--- config.mk ---
export PLATFORM = sky130hd
export DESIGN_NAME = wt_mem_arbiter
export DESIGN_NICKNAME = d
export VERILOG_FILES = /design/src/rtl/wt_mem_arbiter.sv
export SDC_FILE = /design/constraint.sdc
export NUM_CORES = 1
export LEC_CHECK = 0
export CORE_AREA = 8 8 175 177
export CTS_CLUSTER_DIAMETER = 150
export DETAILED_ROUTE_END_ITERATION = 10
export DIE_AREA = 0 0 183 185
export SLEW_MARGIN = 0
export SYNTH_ARGS = -nofsm -noshare
export SYNTH_HDL_FRONTEND = slang
export SYNTH_SLANG_ARGS = --single-unit
--- constraint.sdc ---
create_clock -name clk_i -period 11.4 [get_ports clk_i]
set_input_delay 2.28 -clock clk_i [delete_from_list [all_inputs] [get_ports clk_i]]
set_output_delay 2.28 -clock clk_i [all_outputs]
set_load 0.05 [all_outputs]
--- src/rtl/wt_mem_arbiter.sv ---
// wt_mem_arbiter: round-robin arbiter between instruction fetch and data cache onto one tagged memory port
// Ports:
//   clk_i, rst_i                          clock, asynchronous active-high reset
//   ifu_req_i/ifu_addr_i/ifu_gnt_o        fetch read request and combinational grant
//   dc_req_i/dc_we_i/dc_addr_i/dc_wdata_i/dc_gnt_o  data cache load/store request and grant
//   mem_req_o/mem_we_o/mem_addr_o/mem_wdata_o/mem_tid_o  registered memory request, held until mem_gnt_i
//   mem_gnt_i                             memory accepts the held request
//   mem_rvalid_i/mem_rtid_i/mem_rdata_i   tagged response
//   ifu_rvalid_o/dc_rvalid_o/rdata_o      response routed to the TID owner
//   outst_stores_o                        stores issued but not yet acknowledged
//   err_o                                 sticky: response seen for an unallocated TID
module wt_mem_arbiter #(
    parameter int AddrWidth            = 64,
    parameter int DataWidth            = 64,
    parameter int MemTidWidth          = 2,
    parameter int MaxOutstandingStores = 7
) (
    input  logic                   clk_i,
    input  logic                   rst_i,
    input  logic                   ifu_req_i,
    input  logic [AddrWidth-1:0]   ifu_addr_i,
    output logic                   ifu_gnt_o,
    input  logic                   dc_req_i,
    input  logic                   dc_we_i,
    input  logic [AddrWidth-1:0]   dc_addr_i,
    input  logic [DataWidth-1:0]   dc_wdata_i,
    output logic                   dc_gnt_o,
    output logic                   mem_req_o,
    output logic                   mem_we_o,
    output logic [AddrWidth-1:0]   mem_addr_o,
    output logic [DataWidth-1:0]   mem_wdata_o,
    output logic [MemTidWidth-1:0] mem_tid_o,
    input  logic                   mem_gnt_i,
    input  logic                   mem_rvalid_i,
    input  logic [MemTidWidth-1:0] mem_rtid_i,
    input  logic [DataWidth-1:0]   mem_rdata_i,
    output logic                   ifu_rvalid_o,
    output logic                   dc_rvalid_o,
    output logic [DataWidth-1:0]   rdata_o,
    output logic [3:0]             outst_stores_o,
    output logic                   err_o
);
    localparam int NumTid = 2 ** MemTidWidth;
    localparam logic [3:0] StoreCap = 4'(MaxOutstandingStores);

    typedef enum logic {IDLE, BUSY} state_t;

    state_t                 r_state;
    logic [NumTid-1:0]      r_used;
    logic [NumTid-1:0]      r_own_dc;
    logic [NumTid-1:0]      r_is_st;
    logic                   r_ptr_dc;
    logic [3:0]             r_stores;
    logic                   r_err;
    logic                   r_mem_we;
    logic [AddrWidth-1:0]   r_mem_addr;
    logic [DataWidth-1:0]   r_mem_wdata;
    logic [MemTidWidth-1:0] r_mem_tid;

    logic                   w_free_any;
    logic [MemTidWidth-1:0] w_free_tid;
    logic                   w_ifu_el;
    logic                   w_dc_el;
    logic                   w_pick_dc;
    logic                   w_accept;
    logic                   w_st_inc;
    logic                   w_st_dec;
    logic                   w_rsp_ok;
    logic [NumTid-1:0]      w_alloc;
    logic [NumTid-1:0]      w_rel;

    // Lowest free TID from the bitmap as registered; a TID released this cycle is not visible until next cycle.
    always_comb begin
        w_free_any = 1'b0;
        w_free_tid = '0;
        for (int i = NumTid - 1; i >= 0; i--) begin
            if (!r_used[i]) begin
                w_free_any = 1'b1;
                w_free_tid = MemTidWidth'(i);
            end
        end
    end

    assign w_ifu_el  = ifu_req_i && w_free_any;
    assign w_dc_el   = dc_req_i && w_free_any && (!dc_we_i || r_stores < StoreCap);
    assign w_pick_dc = w_dc_el && (!w_ifu_el || r_ptr_dc);
    // Two-state FSM: the slot is free when idle or when the held request is taken this cycle.
    assign w_accept  = (r_state == IDLE || mem_gnt_i) && (w_ifu_el || w_dc_el);
    assign ifu_gnt_o = w_accept && !w_pick_dc;
    assign dc_gnt_o  = w_accept && w_pick_dc;
    assign w_st_inc  = dc_gnt_o && dc_we_i;

    assign w_rsp_ok     = mem_rvalid_i && r_used[mem_rtid_i];
    assign w_st_dec     = w_rsp_ok && r_is_st[mem_rtid_i];
    assign ifu_rvalid_o = w_rsp_ok && !r_own_dc[mem_rtid_i];
    assign dc_rvalid_o  = w_rsp_ok && r_own_dc[mem_rtid_i];
    assign rdata_o      = w_rsp_ok ? mem_rdata_i : '0;

    assign w_alloc = w_accept ? NumTid'(1) << w_free_tid : '0;
    assign w_rel   = w_rsp_ok ? NumTid'(1) << mem_rtid_i : '0;

    assign mem_req_o      = (r_state == BUSY);
    assign mem_we_o       = r_mem_we;
    assign mem_addr_o     = r_mem_addr;
    assign mem_wdata_o    = r_mem_wdata;
    assign mem_tid_o      = r_mem_tid;
    assign outst_stores_o = r_stores;
    assign err_o          = r_err;

    always_ff @(posedge clk_i or posedge rst_i) begin
        if (rst_i) begin
            r_state     <= IDLE;
            r_used      <= '0;
            r_own_dc    <= '0;
            r_is_st     <= '0;
            r_ptr_dc    <= 1'b0;
            r_stores    <= '0;
            r_err       <= 1'b0;
            r_mem_we    <= 1'b0;
            r_mem_addr  <= '0;
            r_mem_wdata <= '0;
            r_mem_tid   <= '0;
        end else begin
            if (w_accept) begin
                r_state            <= BUSY;
                r_mem_addr         <= w_pick_dc ? dc_addr_i : ifu_addr_i;
                r_mem_wdata        <= w_pick_dc ? dc_wdata_i : '0;
                r_mem_we           <= w_st_inc;
                r_mem_tid          <= w_free_tid;
                r_ptr_dc           <= !w_pick_dc;
                r_own_dc[w_free_tid] <= w_pick_dc;
                r_is_st[w_free_tid]  <= w_st_inc;
            end else if (mem_gnt_i) begin
                r_state <= IDLE;
            end
            r_used   <= (r_used & ~w_rel) | w_alloc;
            r_stores <= (w_st_inc && !w_st_dec) ? r_stores + 4'd1 :
                        (!w_st_inc && w_st_dec) ? r_stores - 4'd1 : r_stores;
            if (mem_rvalid_i && !r_used[mem_rtid_i])
                r_err <= 1'b1;
        end
    end
endmodule
After elaboration in Yosys (flattened, before gate mapping)
Index checks and enable logic that the tools add are counted.
{"block": "word_totals", "ff_bits": 150, "latch_bits": 0, "ram_bits": 0, "rom_bits": 0, "input_bits": 265, "output_inout_bits": 205, "wordCells": 79, "memories": 0}
{"block": "classes", "n_addsub": 2, "multipliers": 0, "div_mod_pow": 0, "n_lt_le_gt_ge": 4, "eq_ne": 0, "shift": 2, "mux": 27, "bitwise_logic": 4, "reduce_logical": 29}
{"operator": "$mux 64", "count": 3}
{"operator": "$logic_and 1x1->1", "count": 16}
{"operator": "$mux 4", "count": 4}
{"operator": "$mux 1", "count": 10}
{"operator": "$bwmux 4", "count": 2}
{"operator": "$mux 2", "count": 4}
{"operator": "$shl 1x2->4 const A", "count": 2}
{"operator": "$logic_not 1->1", "count": 7}
{"operator": "$bmux 1 s2", "count": 3}
{"operator": "$lt 2x3->1 const B", "count": 2}
{"operator": "$add 4x1->4 const B", "count": 1}
{"operator": "$and 4x4->4", "count": 1}
{"operator": "$logic_or 1x1->1", "count": 4}
{"operator": "$lt 4x3->1 const B", "count": 1}
{"operator": "$not 4->4", "count": 1}
{"operator": "$or 4x4->4", "count": 1}
{"operator": "$reduce_bool 2->1", "count": 2}
{"operator": "$sub 4x1->4 const B", "count": 1}
{"operator": "$demux 1 s2", "count": 1}
{"operator": "$ge 2x1->1 const B", "count": 1}
{"operator": "$not 1->1", "count": 1}

Depth between registers and ports, before layout
{"block": "logic_depth", "word_depth": 14, "ltp_mapped": 13, "depth_no_buf": 10}

Least setup slack after synthesis
OpenSTA, ideal clock, no wires.
{"block": "synth_timing", "kind": "input to output", "start": "input mem_rtid_i[0]", "end": "output ifu_rvalid_o", "arrival_time_ps": 3797, "required_ps": 9120, "slack_ps": 5323, "stages": 5, "path_buffers": 2, "path_cell_list": "buf_2 mux4_2 buf_2 and2_1 nor2b_1"}
{"block": "synth_via", "elab_chain_cells": 4, "elab_cells_between_ends": 7, "classes_between": "mux: 4; reduce/logical: 3"}
{"element": "from (decl)", "line": "35", "text": "input logic [MemTidWidth-1:0] mem_rtid_i,"}
{"element": "$bmux 1 s2, on equally long branches", "line": "93, 95"}
{"element": "$mux 1, on equally long branches", "line": "93, 95"}
{"element": "$logic_and 1x1->1 or $logic_not 1->1 (tied branches)", "line": "93, 95"}
{"element": "$logic_and 1x1->1 (*)", "line": "95", "text": "assign ifu_rvalid_o = w_rsp_ok && !r_own_dc[mem_rtid_i];"}
{"element": "to (decl)", "line": "37", "text": "output logic ifu_rvalid_o,"}
Mark *: on every way between the ends. The rest lies on a longest branch, timed or not. The select of a mux whose other input is x is not followed.

Final worst setup path
Ends and elaborated chain as after synthesis.

==> flow_summary.json <==
{
  "synthesis.nets": 968,
  "num-nets-final": 1383,
  "syn_inst": 699,
  "clockRootBuffer": "sky130_fd_sc_hd__clkbuf_16",
  "syn_area_per_cell_um2": 10.3,
  "edff_count_synth": 0,
  "power.density_cell_area_mw_per_mm2": 287,
  "ctsHoldBuffers": 0,
  "maxSlewHeadroom_pct": 35.0,
  "timing.final.crit_period_ns": 7.43,
  "final.period_utilization_pct": 65.2,
  "layout.cells.most_common": "sky130_fd_sc_hd__clkdlybuf4s50_1",
  "ys.warnings.count": 0,
  "tightest_slew_ns": 0.975,
  "first_pass_grt_wire_length_mm": 47.1,
  "cts-resized-gates": 0,
  "standard_cell_with_the_maximum_stage_delay_on_the_critical_path": "sky130_fd_sc_hd__mux4_2",
  "hpwl_mm": 22.3,
  "num-fill-cells": 2751,
  "setup.reg_to_reg.worst_slack_ns": 7.65,
  "drt_pre_antenna_iters": 4,
  "worst_setup_path_startpoint": "mem_rtid_i[0]",
  "synth_seq_cells": 150,
  "grt_usage_pct": 17.8,
  "postRouteWirelength_mm": 31.8,
  "drc": 0,
  "cts_max_level": 4,
  "synth.yosys.seq_area_share_pct": 52.1,
  "leakagePower_nw": 5.16,
  "post_synth_main_area_contributors": "sky130_fd_sc_hd__dfrtp_1, sky130_fd_sc_hd__a22o_1, sky130_fd_sc_hd__a31oi_1, sky130_fd_sc_hd__and3_1, sky130_fd_sc_hd__a21oi_1",
  "worst_hold_startpoint": "mem_we_o",
  "ios": 470,
  "tns_ns": 0,
  "setup_viol": 0,
  "antennaDiodeCount": 0,
  "critical_path.most_common_cell": "sky130_fd_sc_hd__clkdlybuf4s50_1",
  "cts-root-to-sink-buffers": 2,
  "routed_via_density": 4.84,
  "via_count": 7319,
  "min_path_cells": 1,
  "finalMaxSlewViolations": 0,
  "final_hold_fails": 0,
  "min_to": "mem_we_o",
  "port_buffers": 469,
  "rr_startpoint": "r_used[0]",
  "global_placement_routability_congestion": 0.757,
  "dieArea_mm2": 0.0339,
  "asyncSetResetFlopFracSynth_pct": 100,
  "data_required_time_of_the_worst_path_ns": 9.12,
  "grt_start_max_net_pins": 105,
  "mostFrequentLayoutCells": "sky130_fd_sc_hd__clkdlybuf4s50_1, sky130_fd_sc_hd__dfrtp_1, sky130_fd_sc_hd__a21oi_1",
  "first_iter_violations": 359,
  "post_layout_nonfiller_instances": 1511,
  "synth.cell_area_mm2": 0.00721,
  "synthFlopType": "sky130_fd_sc_hd__dfrtp_1",
  "die_w_um": 183,
  "worst-path-max-fanout": 67,
  "tritoncts": "done",
  "placeable_area_mm2": 0.0281,
  "post-cts-setup-buffers": 0,
  "max_stage_delay_ns": 1.07,
  "final.setup_skew_ns": 0.0203,
  "max_freq_mhz": 135,
  "clock_insertion_delay_worst_skew_ns": 0.43,
  "cts_made_buffers": 17,
  "clk_pin_slew_worst_paths_ns": 0.06,
  "post-layout-total-power_w": 0.00361,
  "r2r.worst_path.cells": 12,
  "rows": 62,
  "rsz0062_at_grt": "no",
  "synth_top_area_cell": "sky130_fd_sc_hd__dfrtp_1",
  "worst_ep_arrival_time_ns": 5.15,
  "status": "finished clean",
  "max-cap-violations": 0,
  "synth.distinct_cells": 41,
  "syn_to_final_growth_pct": 74.8,
  "cells_along_the_critical_path": "clkdlybuf4s50_1, mux4_2, and2_1, nor2b_1, clkdlybuf4s50_1",
  "dpl.cell_count": 1479,
  "start_kind": "input port",
  "setup.worst_path.class": "input port to output port",
  "floorplan.initialDensity_pct": 25.7,
  "max-vdd-ir-drop_mv": 0.150,
  "first_global_vias": 7652,
  "worstReg2RegEnd": "outst_stores_o[3]",
  "drive_gt1_share_pct": 5.86,
  "die_height_um": 185,
  "drt-wirelength-per-cell_um": 21.0,
  "synth_top_cell_area_share_pct": 52.1,
  "drt.antenna.violating_nets": 0,
  "grt_overflow": 0,
  "numClockSinks": 150,
  "timing.critical_path.to_type": "output port",
  "hold_path_class": "flop to flop",
  "grt_antenna_before_repair": 0
}
==> logic make-up after synthesis <==
kind of cell             count (synthesis)  share of synthesized area (%)
XOR/XNOR                                 3                          0.365
AO/OA/AOI/OAI                          273                           24.0
adder cells (fa/ha/maj)                  4                          0.799
multiplexers                            15                           2.80
AND/OR/NAND/NOR                        166                           13.1
flip-flops                             150                           52.1
buffers and inverters                   88                           6.88
==> cell type report <==
class	instances	area (µm²)	share of cell area, %
repair buffers	479	4770	37.9
clock inverters	14	160	1.27
multi-input cells	461	2970	23.6
clock buffers	18	439	3.49
inverters	5	23.8	0.189
well taps	384	480	3.81
flip-flops and latches	150	3750	29.8
==> metal layers <==
metal	track usage (%)	routed length (µm)	vias up	share of wire (%)
met5	0	0	-	0
met4	5.24	608	0	1.9
met3	8.00	3310	28	10
met2	28.6	15100	320	48
met1	21.2	12700	3512	40
li1	-	-	3459	-
==> worst max path at each step <==
stage	end	depth (start not counted)
after floorplan	err_o	1
after global placement	ifu_rvalid_o	5
after detailed placement	ifu_rvalid_o	5
after CTS	ifu_rvalid_o	5
after global routing	ifu_rvalid_o	5
final	ifu_rvalid_o	5
==> through the flow <==
stage                     utilization (%)  cell area (µm²)  setup WS (ns)  hold slack, ns
final                                44.9            12600           3.97           0.477
after global routing                 44.9            12600           3.85           0.516
after CTS                            44.9            12600           3.99           0.486
after detailed placement             42.7            12000           4.00           0.470
after global placement               42.7            12000           4.06           0.461
after floorplan                         -             7210           5.08           0.474
==> power by group <==
group          leakage [nW]  switching [W]  internal (W)  total, W
Sequential             1.83       0.000148      0.000759  0.000907
Combinational          3.05        0.00141      0.000716   0.00213
Clock                 0.284       0.000258      0.000317  0.000575
Total                  5.16        0.00182       0.00179   0.00361
==> worst max-delay path, delay by kind of cell <==
family                 cells  cell delay, ns
and+or+nand+nor            2            0.41
buffers and inverters      2            1.38
muxes                      1            1.07
==> synthesized netlist by cell type (all sizes together) (2+ instances only) <==
library cell,count
nand2,13
clkbuf,32
inv,5
xnor2,3
and2,2
a22o,64
a21oi,67
o21ai,65
and3,66
nor3,3
nand2b,2
buf,51
nand4,2
a21o,4
ha,3
nand3,66
dfrtp,150
mux2,11
nor2b,2
a31oi,66
nor2,6
mux4,3
==> sequential cells by signal, indices dropped and copies added, names as in the netlist <==
| signal | cells |
|---|---|
| mem_addr_o | 64 |
| mem_wdata_o | 64 |
| outst_stores_o | 4 |
| r_is_st | 4 |
| r_own_dc | 4 |
| r_used | 4 |
| mem_tid_o | 2 |
| err_o | 1 |
| mem_req_o | 1 |
| mem_we_o | 1 |
| r_ptr_dc | 1 |
No activity file was read; power rests on OpenSTA's default activity.
==> edit, RTL diff (same settings) <==
`DataWidth`: 64 -> 68.
--- a/src/rtl/wt_mem_arbiter.sv
+++ b/src/rtl/wt_mem_arbiter.sv
@@ -13,3 +13,3 @@
     parameter int AddrWidth            = 64,
-    parameter int DataWidth            = 64,
+    parameter int DataWidth            = 68,
     parameter int MemTidWidth          = 2,
Ports: changed (resized dc_wdata_i, mem_rdata_i, mem_wdata_o and rdata_o); port bits go from 470 to 486. No check against the original RTL was run, so the function may have changed too.
==> edit against the original RTL <==
  * Via count fell by 7.7%
  * Cell area barely moved
  * Routed wire length rose by 10%
  * Setup slack got worse by 180 ps
  * Total power fell by 6.0%
  * Die area did not move
  * Area after synthesis fell by 4.6%
  * Synthesized cell count fell by 20%
  * Sequential cell count rose by 4
==> edit: results (changes against the original RTL) <==
[cells_and_area]
nets=1285  ; -7.1%
drive_gt1_frac=0.0568  ; -0.00176
n_fill_cell=2676  ; -2.7%

[yosys]
synth.distinct_cells=40  ; -2.4%
synth_common_cells=dfrtp_1 (154), and3_1 (70), a22o_1 (68), a21boi_0 (66), a221o_1 (65)
netlist_top_cells_area=dfrtp_1 (56%), a221o_1 (9.5%), a22o_1 (8.7%), a21boi_0 (7.2%), and3_1 (6.4%)
synth_seq_area_share=0.561  ; +0.0396
yosys_warnings=0  ; unchanged
synth_fp_nets=836  ; -14%

[global_route]
grt_first_pass_wirelength_mm=50.8  ; +7.7%
use_met1=0.236  ; +0.0244
grt_pass1_vias=7306  ; -4.5%
grtUsageTotal=0.201  ; +0.0225
grt_max_degree=83  ; -21%
grtUsageMet2=0.343  ; +0.0563
grtUsageMet3=0.0710  ; -0.00902

[worst_setup_path]
worstPathMaxFanout=71  ; +6.0%
cp_data_arrival_time_ps=5340  ; +190 ps
crit_end=rdata_o[41]
ff2ff_setup_slack_ps=7760  ; +110 ps
r2r_cells=10  ; -2

[routing]
drtIter0Drc=377  ; +5.0%
via_count=6758  ; -7.7%
wl_per_cell_um=25.0  ; +19%

[placed_design]
place_congestion=0.835  ; +10%
io_buffer_count=485  ; +3.4%
placed_cell_area_mm2=0.0120  ; about the same
hpwl_mm=26.2  ; +17%

[pwr]
p_leak_nw=5.36  ; +3.9%
peakVddDrop_v=0.000137  ; -8.7%

[worst_hold_path]
hp-class=flip-flop to flip-flop

[sta]
finClkSkew_ps=15.7  ; -4.65 ps
max-slew-margin-rel=0.340  ; -0.0103

[clock_tree]
numCtsBuffers=17  ; unchanged

[status]
status=finished clean

## edit: cell count changes after synthesis, sizes merged, moves of 13 or more
| cell | change |
|---|---|
| a21boi | +66 |
| buf | -35 |
| a221o | +65 |
| a21oi | -64 |
| a31oi | -65 |
| clkbuf | +13 |
| nand3 | -65 |
| o21ai | -62 |
## edit: worst min path at each step
stage	start	end	slack, ps
4_1_cts	err_o	err_o	490
6_report	err_o	err_o	480
3_5_place_dp	err_o	err_o	470
3_3_place_gp	err_o	err_o	460
5_1_grt	mem_we_o	mem_we_o	510
2_1_floorplan	r_ptr_dc	r_ptr_dc	460
## edit: where the power goes
group / switching, W / internal, W / total, W
logic: 0.00123 / 0.000688 / 0.00192
clock network: 0.000280 / 0.000316 / 0.000596
registers: 0.000129 / 0.000750 / 0.000878
## edit: through the flow
stage	worst slack, ps	total power, W	util	hold WS, ps	instances
after floorplan	4970	0.00209	-	463	559
after global placement	3850	0.00281	0.427	457	1373
after detailed placement	3810	0.00282	0.427	468	1373
after CTS	3790	0.00343	0.449	488	1405
after global routing	3620	0.00355	0.449	509	1405
final	3780	0.00339	0.449	482	1405
## edit: kinds of logic (layout without fill, tap and decap cells)
| group | Yosys count | count (layout) | synth area share |
|---|---|---|---|
| DFF | 154 | 154 | 0.561 |
| muxes | 13 | 13 | 0.0260 |
| adders and majority gates | 4 | 4 | 0.00837 |
| buffers and inverters | 66 | 528 | 0.0415 |
| and+or+nand+nor | 104 | 104 | 0.0906 |
| AOI/OAI and AO/OA | 216 | 216 | 0.270 |
| xor gates and xnor gates | 2 | 2 | 0.00255 |
## edit: layer usage
metal  vias to the layer above  share of wire
met5                         -              0
met4                         0          0.020
met3                        22           0.10
met2                       354           0.50
met1                      3318           0.38
li1                       3064              -
## edit: cell type report
cell class | count | area [µm²] | share of cell area
clock buffers | 17 | 425 | 0.0337
clock inverters | 15 | 178 | 0.0141
inverters | 5 | 23.8 | 0.00189
multi-input cells | 339 | 2750 | 0.218
flip-flops and latches | 154 | 3850 | 0.306
well taps | 384 | 480 | 0.0381
repair buffers | 491 | 4890 | 0.388
## edit: critical path, stage by stage
cell and delay [ps]:
clkdlybuf4s50_1 580, mux4_2 1100, and3_1 460, clkdlybuf4s50_1 900
